**src/rtl/dma_arb_pkg.sv**
```systemverilog
`default_nettype none
// ============================================================================
// Module      : dma_arb_pkg
// Description : Shared types and defaults for the DMA request arbiter:
//               FSM state encoding, default widths and a wrap helper.
// Revision    : 1.0 - initial release
// ============================================================================
package dma_arb_pkg;

    typedef enum logic [1:0] {
        IDLE   = 2'd0,
        ISSUE  = 2'd1,
        STREAM = 2'd2,
        ZLEN   = 2'd3
    } arb_state_t;

    localparam int c_N_REQ  = 4;
    localparam int c_ADDR_W = 27;
    localparam int c_DATA_W = 512;
    localparam int c_IDX_W  = 3;

    // Next index after idx in a ring of n entries.
    function automatic int wrap_next(input int idx, input int n);
        return (idx >= n - 1) ? 0 : idx + 1;
    endfunction

endpackage
`default_nettype wire

```
**src/rtl/dma_req_arbiter_if.sv**
```systemverilog
`default_nettype none
// ============================================================================
// Module      : dma_req_arbiter_if
// Description : Bundle of the per-layer request/stream signals and the DMA
//               engine read-port signals handled by the arbiter.
//               slave  = arbiter side, master = layers + engine side.
// Revision    : 1.0 - initial release
// ============================================================================
interface dma_req_arbiter_if import dma_arb_pkg::*; #(
    parameter int N_REQ  = c_N_REQ,
    parameter int ADDR_W = c_ADDR_W,
    parameter int DATA_W = c_DATA_W,
    parameter int IDX_W  = c_IDX_W
) ();
    logic [N_REQ-1:0]        lyr_req;
    logic [N_REQ*ADDR_W-1:0] lyr_start_addr;
    logic [N_REQ*ADDR_W-1:0] lyr_length;
    logic [N_REQ-1:0]        lyr_ack;
    logic [N_REQ-1:0]        lyr_dout_en;
    logic [N_REQ-1:0]        lyr_dout_eop;
    logic [DATA_W-1:0]       lyr_dout;

    logic                    dma_engineer_req;
    logic                    dma_engineer_ack;
    logic [ADDR_W-1:0]       dma_engineer_start_addr;
    logic [ADDR_W-1:0]       dma_engineer_length;
    logic                    dma_engineer_dout_en;
    logic                    dma_engineer_dout_eop;
    logic [DATA_W-1:0]       dma_engineer_dout;

    logic [IDX_W-1:0]        grant_idx;
    logic                    busy;
    logic                    err_zero_len;

    modport slave (
        input  lyr_req, lyr_start_addr, lyr_length,
               dma_engineer_ack, dma_engineer_dout_en, dma_engineer_dout_eop, dma_engineer_dout,
        output lyr_ack, lyr_dout_en, lyr_dout_eop, lyr_dout,
               dma_engineer_req, dma_engineer_start_addr, dma_engineer_length,
               grant_idx, busy, err_zero_len
    );

    modport master (
        output lyr_req, lyr_start_addr, lyr_length,
               dma_engineer_ack, dma_engineer_dout_en, dma_engineer_dout_eop, dma_engineer_dout,
        input  lyr_ack, lyr_dout_en, lyr_dout_eop, lyr_dout,
               dma_engineer_req, dma_engineer_start_addr, dma_engineer_length,
               grant_idx, busy, err_zero_len
    );
endinterface
`default_nettype wire

```
**src/rtl/dma_req_arbiter_rr_pick.sv**
```systemverilog
`default_nettype none
// ============================================================================
// Module      : rr_pick
// Description : Combinational requester picker. Round-robin search starting
//               at i_ptr and wrapping upward; with DMA_ARB_FIXED_PRIO_EN
//               defined it becomes a lowest-index-wins priority encoder.
// Revision    : 1.0 - initial release
// ============================================================================
module rr_pick #(
    parameter int N_REQ = 4,
    parameter int IDX_W = 3
) (
    input  wire logic [N_REQ-1:0] i_req,
    input  wire logic [IDX_W-1:0] i_ptr,
    output logic      [N_REQ-1:0] o_grant_oh,
    output logic      [IDX_W-1:0] o_grant_idx
);

`ifdef DMA_ARB_FIXED_PRIO_EN
    logic w_unused_ptr;
    assign w_unused_ptr = ^i_ptr;
`endif

    // First set request found walking up from the start point, with wrap.
    always_comb begin
        int  j;
        logic w_found;
        o_grant_oh  = '0;
        o_grant_idx = '0;
        w_found     = 1'b0;
        j           = 0;
        for (int k = 0; k < N_REQ; k++) begin
`ifdef DMA_ARB_FIXED_PRIO_EN
            j = k;
`else
            j = int'(i_ptr) + k;
            if (j >= N_REQ) j = j - N_REQ;
`endif
            if (!w_found && i_req[j]) begin
                w_found       = 1'b1;
                o_grant_oh[j] = 1'b1;
                o_grant_idx   = IDX_W'(j);
            end
        end
    end

endmodule
`default_nettype wire

```
**src/rtl/dma_req_arbiter.sv**
```systemverilog
`default_nettype none
// ============================================================================
// Module      : dma_req_arbiter
// Description : Shares the DMA engine read port among N_REQ layer
//               controllers: picks one requester, forwards its latched
//               address/length to the engine, routes the returning beat
//               stream to that layer only.
//               Option macro: DMA_ARB_FIXED_PRIO_EN (fixed priority,
//               lowest index wins; round-robin pointer held at 0).
// Revision    : 1.0 - initial release
// ============================================================================
module dma_req_arbiter import dma_arb_pkg::*; #(
    parameter int N_REQ  = c_N_REQ,
    parameter int ADDR_W = c_ADDR_W,
    parameter int DATA_W = c_DATA_W,
    parameter int IDX_W  = c_IDX_W
) (
    input wire logic         clk,
    input wire logic         rst,
    dma_req_arbiter_if.slave bus
);

    arb_state_t        r_state, w_next_state;
    logic [IDX_W-1:0]  r_grant_idx;
    logic [ADDR_W-1:0] r_addr, r_len;
    logic              r_err;
    logic [IDX_W-1:0]  w_pick_ptr, w_pick_idx;
    logic [N_REQ-1:0]  w_pick_oh, w_grant_oh;
    logic [N_REQ-1:0]  w_ack, w_dout_en, w_dout_eop;
    logic [ADDR_W-1:0] w_addr_arr [2**IDX_W];
    logic [ADDR_W-1:0] w_len_arr  [2**IDX_W];
    logic              w_fwd, w_done, w_eop_beat;

    // Unpack per-layer address/length; pad to a power of two so the grant index addresses it directly.
    generate
        for (genvar gi = 0; gi < 2**IDX_W; gi++) begin : g_slot
            if (gi < N_REQ) begin : g_used
                assign w_addr_arr[gi] = bus.lyr_start_addr[gi*ADDR_W +: ADDR_W];
                assign w_len_arr[gi]  = bus.lyr_length[gi*ADDR_W +: ADDR_W];
            end else begin : g_pad
                assign w_addr_arr[gi] = '0;
                assign w_len_arr[gi]  = '0;
            end
        end
        for (genvar gi = 0; gi < N_REQ; gi++) begin : g_oh
            assign w_grant_oh[gi] = (r_grant_idx == IDX_W'(gi));
        end
    endgenerate

    rr_pick #(.N_REQ(N_REQ), .IDX_W(IDX_W)) u_pick (
        .i_req       (bus.lyr_req),
        .i_ptr       (w_pick_ptr),
        .o_grant_oh  (w_pick_oh),
        .o_grant_idx (w_pick_idx)
    );

    // Beats are forwarded in STREAM and also on the ack cycle, where the first beat may coincide.
    assign w_fwd      = (r_state == STREAM) || (r_state == ISSUE && bus.dma_engineer_ack);
    assign w_eop_beat = bus.dma_engineer_dout_en && bus.dma_engineer_dout_eop;
    assign w_done     = (r_state == ZLEN) || (w_fwd && w_eop_beat);

    // Next-state decode and per-layer ack/beat routing.
    always_comb begin
        w_next_state = r_state;
        w_ack        = '0;
        w_dout_en    = '0;
        w_dout_eop   = '0;
        case (r_state)
            IDLE:    if (|w_pick_oh)
                         w_next_state = (w_len_arr[w_pick_idx] == '0) ? ZLEN : ISSUE;
            ISSUE:   if (bus.dma_engineer_ack)
                         w_next_state = w_eop_beat ? IDLE : STREAM;
            STREAM:  if (w_eop_beat) w_next_state = IDLE;
            ZLEN:    w_next_state = IDLE;
            default: w_next_state = IDLE;
        endcase
        if ((r_state == ISSUE && bus.dma_engineer_ack) || r_state == ZLEN)
            w_ack = w_grant_oh;
        if (w_fwd && bus.dma_engineer_dout_en)
            w_dout_en = w_grant_oh;
        if (w_fwd && bus.dma_engineer_dout_eop)
            w_dout_eop = w_grant_oh;
    end

    // State, grant latch and sticky zero-length flag.
    always_ff @(posedge clk or posedge rst) begin
        if (rst) begin
            r_state     <= IDLE;
            r_grant_idx <= '0;
            r_addr      <= '0;
            r_len       <= '0;
            r_err       <= 1'b0;
        end else begin
            r_state <= w_next_state;
            if (r_state == IDLE && |w_pick_oh) begin
                r_grant_idx <= w_pick_idx;
                r_addr      <= w_addr_arr[w_pick_idx];
                r_len       <= w_len_arr[w_pick_idx];
            end
            if (r_state == ZLEN)
                r_err <= 1'b1;
        end
    end

`ifdef DMA_ARB_FIXED_PRIO_EN
    assign w_pick_ptr = '0;
`else
    logic [IDX_W-1:0] r_rr_ptr;

    // Round-robin pointer moves past the layer whose transfer just finished.
    always_ff @(posedge clk or posedge rst) begin
        if (rst)
            r_rr_ptr <= '0;
        else if (w_done)
            r_rr_ptr <= IDX_W'(wrap_next(int'(r_grant_idx), N_REQ));
    end

    assign w_pick_ptr = r_rr_ptr;
`endif

    assign bus.lyr_ack                 = w_ack;
    assign bus.lyr_dout_en             = w_dout_en;
    assign bus.lyr_dout_eop            = w_dout_eop;
    assign bus.lyr_dout                = bus.dma_engineer_dout[DATA_W-1:0];
    assign bus.dma_engineer_req        = (r_state == ISSUE);
    assign bus.dma_engineer_start_addr = r_addr;
    assign bus.dma_engineer_length     = r_len;
    assign bus.grant_idx               = r_grant_idx;
    assign bus.busy                    = (r_state != IDLE);
    assign bus.err_zero_len            = r_err;

endmodule
`default_nettype wire

```
**src/flat_wrapper.sv**
```systemverilog
// flat-port wrapper written by rule: the top's interface ports become plain ports
module dma_req_arbiter_flat import dma_arb_pkg::*;
#(
    parameter int N_REQ  = c_N_REQ,
    parameter int ADDR_W = c_ADDR_W,
    parameter int DATA_W = c_DATA_W,
    parameter int IDX_W  = c_IDX_W
)
  (clk, rst, bus_lyr_req, bus_lyr_start_addr, bus_lyr_length, bus_dma_engineer_ack, bus_dma_engineer_dout_en, bus_dma_engineer_dout_eop, bus_dma_engineer_dout, bus_lyr_ack, bus_lyr_dout_en, bus_lyr_dout_eop, bus_lyr_dout, bus_dma_engineer_req, bus_dma_engineer_start_addr, bus_dma_engineer_length, bus_grant_idx, bus_busy, bus_err_zero_len);
  dma_req_arbiter_if #(.N_REQ(N_REQ), .ADDR_W(ADDR_W), .DATA_W(DATA_W), .IDX_W(IDX_W)) bus_i ();
  input wire logic clk;
  input wire logic rst;
  input wire logic [$bits(bus_i.lyr_req)-1:0] bus_lyr_req;
  input wire logic [$bits(bus_i.lyr_start_addr)-1:0] bus_lyr_start_addr;
  input wire logic [$bits(bus_i.lyr_length)-1:0] bus_lyr_length;
  input wire logic [$bits(bus_i.dma_engineer_ack)-1:0] bus_dma_engineer_ack;
  input wire logic [$bits(bus_i.dma_engineer_dout_en)-1:0] bus_dma_engineer_dout_en;
  input wire logic [$bits(bus_i.dma_engineer_dout_eop)-1:0] bus_dma_engineer_dout_eop;
  input wire logic [$bits(bus_i.dma_engineer_dout)-1:0] bus_dma_engineer_dout;
  output wire logic [$bits(bus_i.lyr_ack)-1:0] bus_lyr_ack;
  output wire logic [$bits(bus_i.lyr_dout_en)-1:0] bus_lyr_dout_en;
  output wire logic [$bits(bus_i.lyr_dout_eop)-1:0] bus_lyr_dout_eop;
  output wire logic [$bits(bus_i.lyr_dout)-1:0] bus_lyr_dout;
  output wire logic [$bits(bus_i.dma_engineer_req)-1:0] bus_dma_engineer_req;
  output wire logic [$bits(bus_i.dma_engineer_start_addr)-1:0] bus_dma_engineer_start_addr;
  output wire logic [$bits(bus_i.dma_engineer_length)-1:0] bus_dma_engineer_length;
  output wire logic [$bits(bus_i.grant_idx)-1:0] bus_grant_idx;
  output wire logic [$bits(bus_i.busy)-1:0] bus_busy;
  output wire logic [$bits(bus_i.err_zero_len)-1:0] bus_err_zero_len;
  assign bus_i.lyr_req = bus_lyr_req;
  assign bus_i.lyr_start_addr = bus_lyr_start_addr;
  assign bus_i.lyr_length = bus_lyr_length;
  assign bus_i.dma_engineer_ack = bus_dma_engineer_ack;
  assign bus_i.dma_engineer_dout_en = bus_dma_engineer_dout_en;
  assign bus_i.dma_engineer_dout_eop = bus_dma_engineer_dout_eop;
  assign bus_i.dma_engineer_dout = bus_dma_engineer_dout;
  assign bus_lyr_ack = bus_i.lyr_ack;
  assign bus_lyr_dout_en = bus_i.lyr_dout_en;
  assign bus_lyr_dout_eop = bus_i.lyr_dout_eop;
  assign bus_lyr_dout = bus_i.lyr_dout;
  assign bus_dma_engineer_req = bus_i.dma_engineer_req;
  assign bus_dma_engineer_start_addr = bus_i.dma_engineer_start_addr;
  assign bus_dma_engineer_length = bus_i.dma_engineer_length;
  assign bus_grant_idx = bus_i.grant_idx;
  assign bus_busy = bus_i.busy;
  assign bus_err_zero_len = bus_i.err_zero_len;
  dma_req_arbiter #(.N_REQ(N_REQ), .ADDR_W(ADDR_W), .DATA_W(DATA_W), .IDX_W(IDX_W)) u_core (.clk(clk), .rst(rst), .bus(bus_i));
endmodule
```
**config.mk**
```make
export PLATFORM = sky130hd
export DESIGN_NAME = dma_req_arbiter_flat
export DESIGN_NICKNAME = d
export VERILOG_FILES = /design/src/rtl/dma_arb_pkg.sv /design/src/rtl/dma_req_arbiter_if.sv /design/src/rtl/dma_req_arbiter_rr_pick.sv /design/src/rtl/dma_req_arbiter.sv /design/src/flat_wrapper.sv
export SDC_FILE = /design/constraint.sdc
export NUM_CORES = 1
export LEC_CHECK = 0
export BUFFER_PORTS_ARGS = -buffer_cell sky130_fd_sc_hd__buf_2
export CAP_MARGIN = 20
export CORE_AREA = 4 4 517 519
export DETAILED_ROUTE_END_ITERATION = 10
export DIE_AREA = 0 0 521 523
export GPL_TIMING_DRIVEN = 0
export SYNTH_ARGS = -nofsm -noshare
export SYNTH_HDL_FRONTEND = slang
export SYNTH_SLANG_ARGS = --single-unit
```
**constraint.sdc**
```tcl
create_clock -name clk -period 7.4 [get_ports clk]
set_input_delay 1.48 -clock clk [delete_from_list [all_inputs] [get_ports clk]]
set_output_delay 1.48 -clock clk [all_outputs]
set_load 0.01 [all_outputs]
```
==> results.md <==
- EDFF count, synth: 0
- Antenna violation net count after detailed routing: 0
- Register Area: 1577 sq um
- Peak ir drop on the vdd network: around 0.15 mV
- Static power due to leakage: 8.424 nW
- Series of cell instances along the critical path: buf_2 -> inv_2 -> buf_2 -> ha_1 -> mux2_2 -> o21ai_1 -> a2bb2oi_2 -> mux2_2 -> a21oi_1 -> nand3_1 -> a2111o_1 -> o21ai_0 -> o311a_1
- Register bit count reported by yosys: 63
- Synthesized area: 9413 sq um
- Height of the die: 523 um
- Area used by multi-input combinational logic: 3674 sq um
- Status: completed
- Average wire length per cell after detail routing: 39.19 um
- Number of pins exceeding their max-slew limit in the final report: 0
- Clock sink count: 63
- Required time reported for the critical path endpoint: 7.76 ns
- Routed WL: 221.7 mm
- Share of the clock period used by the worst path after layout: 87.81%
- Cell Area, Placed: 18120 sq um
- Row Count: 188
- Clock tree from TritonCTS: yes
- 1st-pass router iterations: 7
- Post-Synthesis Cells: 1273
- Post-synth ARST share: 100.0%
- Buffer count from post-CTS setup fixing: 0
- Average cell area after synthesis: 7.394 sq um
- Unrepaired setup endpoints after global routing: false
- Post-route cell area: 18530 sq um
- Synth-to-Final Area Change: 96.81%
- Core Util, Final: 7.070%
- Setup TNS Final: 0 ns
- Clock root buffer: sky130_fd_sc_hd__clkbuf_16
- Layout cell share with drive strength beyond 1: 66.89%
- Clock transition at the registers of the reported paths: 0.08 ns
- CP Class: flip-flop to flip-flop
- Kind of start point of the critical path: flip-flop
- Maximum achievable frequency: 153.9 MHz
- Die ar.: 272500 sq um
- Layout Skew: 0.02049 ns
- Hold Fails Final Rpt: 0
- Via count of the first global-routing pass: roughly 13000
- Number of warnings issued by yosys: 0
- Power after layout: 5.609 mW
- Flip-flop cell with the highest count after synthesis: sky130_fd_sc_hd__dfrtp_1
- Power density relative to cell area: a little over 300 nW/um^2
- Commonest non-fill, non-tap cells in the layout: sky130_fd_sc_hd__buf_2 (834), sky130_fd_sc_hd__buf_4 (513), sky130_fd_sc_hd__nand2_1 (227)
- Routability-driven placement congestion ratio: 0.9515
- Number of design rule violations left after detail routing: 0
- Max-Cap Viols: 0
- Core Area: 262000 sq um
- Shortest period the worst path allows: 6.498 ns
- Maximum number of pins on one net before global-route repair: 35
- Starting density of the core: approximately 3.6%
- HPWL after DPL: 211.6 mm
- Total grt overflow: 0
- Chip Width: about 520 um
- CP arrival: 6.85 ns
- Sequential cell area fraction in the yosys report: 16.75%
- Total clock buffers created by CTS: 9
- Most common cell after layout, fill and taps aside: sky130_fd_sc_hd__buf_2
- H-tree Lvls: 3
- Final layout net count: 2856
- Rel. slew slack: 14.26%
- Resize count post-CTS: 0
- Slew @ Worst Pin: 1.273 ns
- Clock tree buffer depth: 2
- Number of distinct library cell variants in the gate-level netlist after synthesis: 66
- CTS Hold Bufs: 0
- Vias per Instance: 2.445
- Wire length of the first global-routing pass: around 250 mm
- Path type of the worst min-delay path: flip-flop to flip-flop
- First DRT Iteration DRCs: 1241
- Setup violation total in the final timing report: 0
- Post-synthesis net count: 2023
- Number of antenna violations at the first check in global routing: 221
- Skew-Pair Late Insertion Delay: 0.44 ns
- Port Buffer Count: 808
- CP max FO: 13
- Via count: roughly 14000
- Worst setup EP type: flip-flop
- Fill cell instance count of the final layout: 31170
- Max stage delay on crit path: 0.82 ns
- GRT Util Overall: 15.52%
- CP max stage cell: sky130_fd_sc_hd__a2bb2oi_2
- Ports placed on the boundary: 1321
state kept, by name, summed over array words and instances (netlist names):
register	flops
u_core.bus.grant_idx	3
u_core.bus.dma_engineer_start_addr	27
u_core.bus.dma_engineer_length	27
u_core.r_state	2
u_core.r_rr_ptr	3
u_core.bus.err_zero_len	1
layer usage:
metal	global-route usage, %	share of wire [%]	vias up
met5	0	0.14	-
met4	3.060	2.7	46
met3	17.28	25	467
met2	21.60	38	1592
met1	15.52	33	6239
li1	-	-	5491
synthesized netlist by cell type, types with 16 or more instances:
library cell	instances	area, sq um
sky130_fd_sc_hd__dfrtp_1	63	1577
sky130_fd_sc_hd__nand2_1	228	855.8
sky130_fd_sc_hd__buf_2	26	130.1
sky130_fd_sc_hd__o21ai_0	38	190.2
sky130_fd_sc_hd__o31ai_1	36	270.3
sky130_fd_sc_hd__clkbuf_1	25	93.84
sky130_fd_sc_hd__mux2i_1	37	370.4
sky130_fd_sc_hd__nor2_1	33	123.9
sky130_fd_sc_hd__buf_4	513	3851
sky130_fd_sc_hd__nand3_1	16	80.08
sky130_fd_sc_hd__o22ai_1	22	137.6
sky130_fd_sc_hd__a21oi_1	86	430.4
critical path, delay by kind of cell, from the launching register on:
family	cells	cell delay [ns]
adder cells (fa/ha/maj)	1	0.43
multiplexers	2	0.84
buffers and inverters	3	0.69
AO/OA/AOI/OAI	6	3.41
flip-flops	1	0.51
AND/OR/NAND/NOR	1	0.52
kinds of logic after synthesis:
logic type                 Yosys count  share of synthesized area [%]
muxes                               54                          6.407
buffers and inverters              585                          44.45
AOI/OAI and AO/OA                  246                          16.86
adders and majority gates           13                          1.728
DFF                                 63                          16.75
and+or+nand+nor                    312                          13.81
through the flow:
step	hold WS (ns)	cells	setup slack (ns)
global placement	0.4592	5596	-1.311
finish	0.4794	5658	0.9023
CTS	0.4843	5624	0.8846
global route	0.4992	5639	0.9039
detailed placement	0.4643	5608	0.7997
floorplan	0.4932	1273	3.501
layout make-up:
type / count / area share, %
diodes: 32 / 0.4323
plain buffers: 575 / 22.40
clock buffers: 10 / 1.236
clock inverters: 6 / 0.4593
inverters: 10 / 0.2161
multi-input cells: 625 / 19.83
flip-flops and latches: 63 / 8.510
well taps: 3515 / 23.74
repair buffers: 822 / 23.18
report_power, final:
group	internal, mW	switching, mW	leakage [nW]
Clock	0.296	0.282	0.149
Sequential	0.515	0.124	0.784
Combinational	1.22	3.17	7.49
final timing paths:
check / startpoint / to / slack [ns] / cells past startpoint
worst max-delay path: u_core.r_rr_ptr[0]$_DFFE_PP0P_ / u_core.r_state[1]$_DFFE_PP0P_ / 0.90 / 13
worst min-delay path: u_core.bus.dma_engineer_start_addr[3]$_DFFE_PP0P_ / u_core.bus.dma_engineer_start_addr[3]$_DFFE_PP0P_ / 0.48 / 2
worst max register to register: u_core.r_rr_ptr[0]$_DFFE_PP0P_ / u_core.r_state[1]$_DFFE_PP0P_ / 0.90 / 13
worst min register to register: u_core.bus.dma_engineer_start_addr[3]$_DFFE_PP0P_ / u_core.bus.dma_engineer_start_addr[3]$_DFFE_PP0P_ / 0.48 / 2
max in group asynchronous: rst / u_core.bus.dma_engineer_start_addr[20]$_DFFE_PP0P_ / 5.59 / 3
min in group asynchronous: rst / u_core.bus.dma_engineer_length[26]$_DFFE_PP0P_ / 1.09 / 2
No activity file was read; power rests on OpenSTA's default activity.
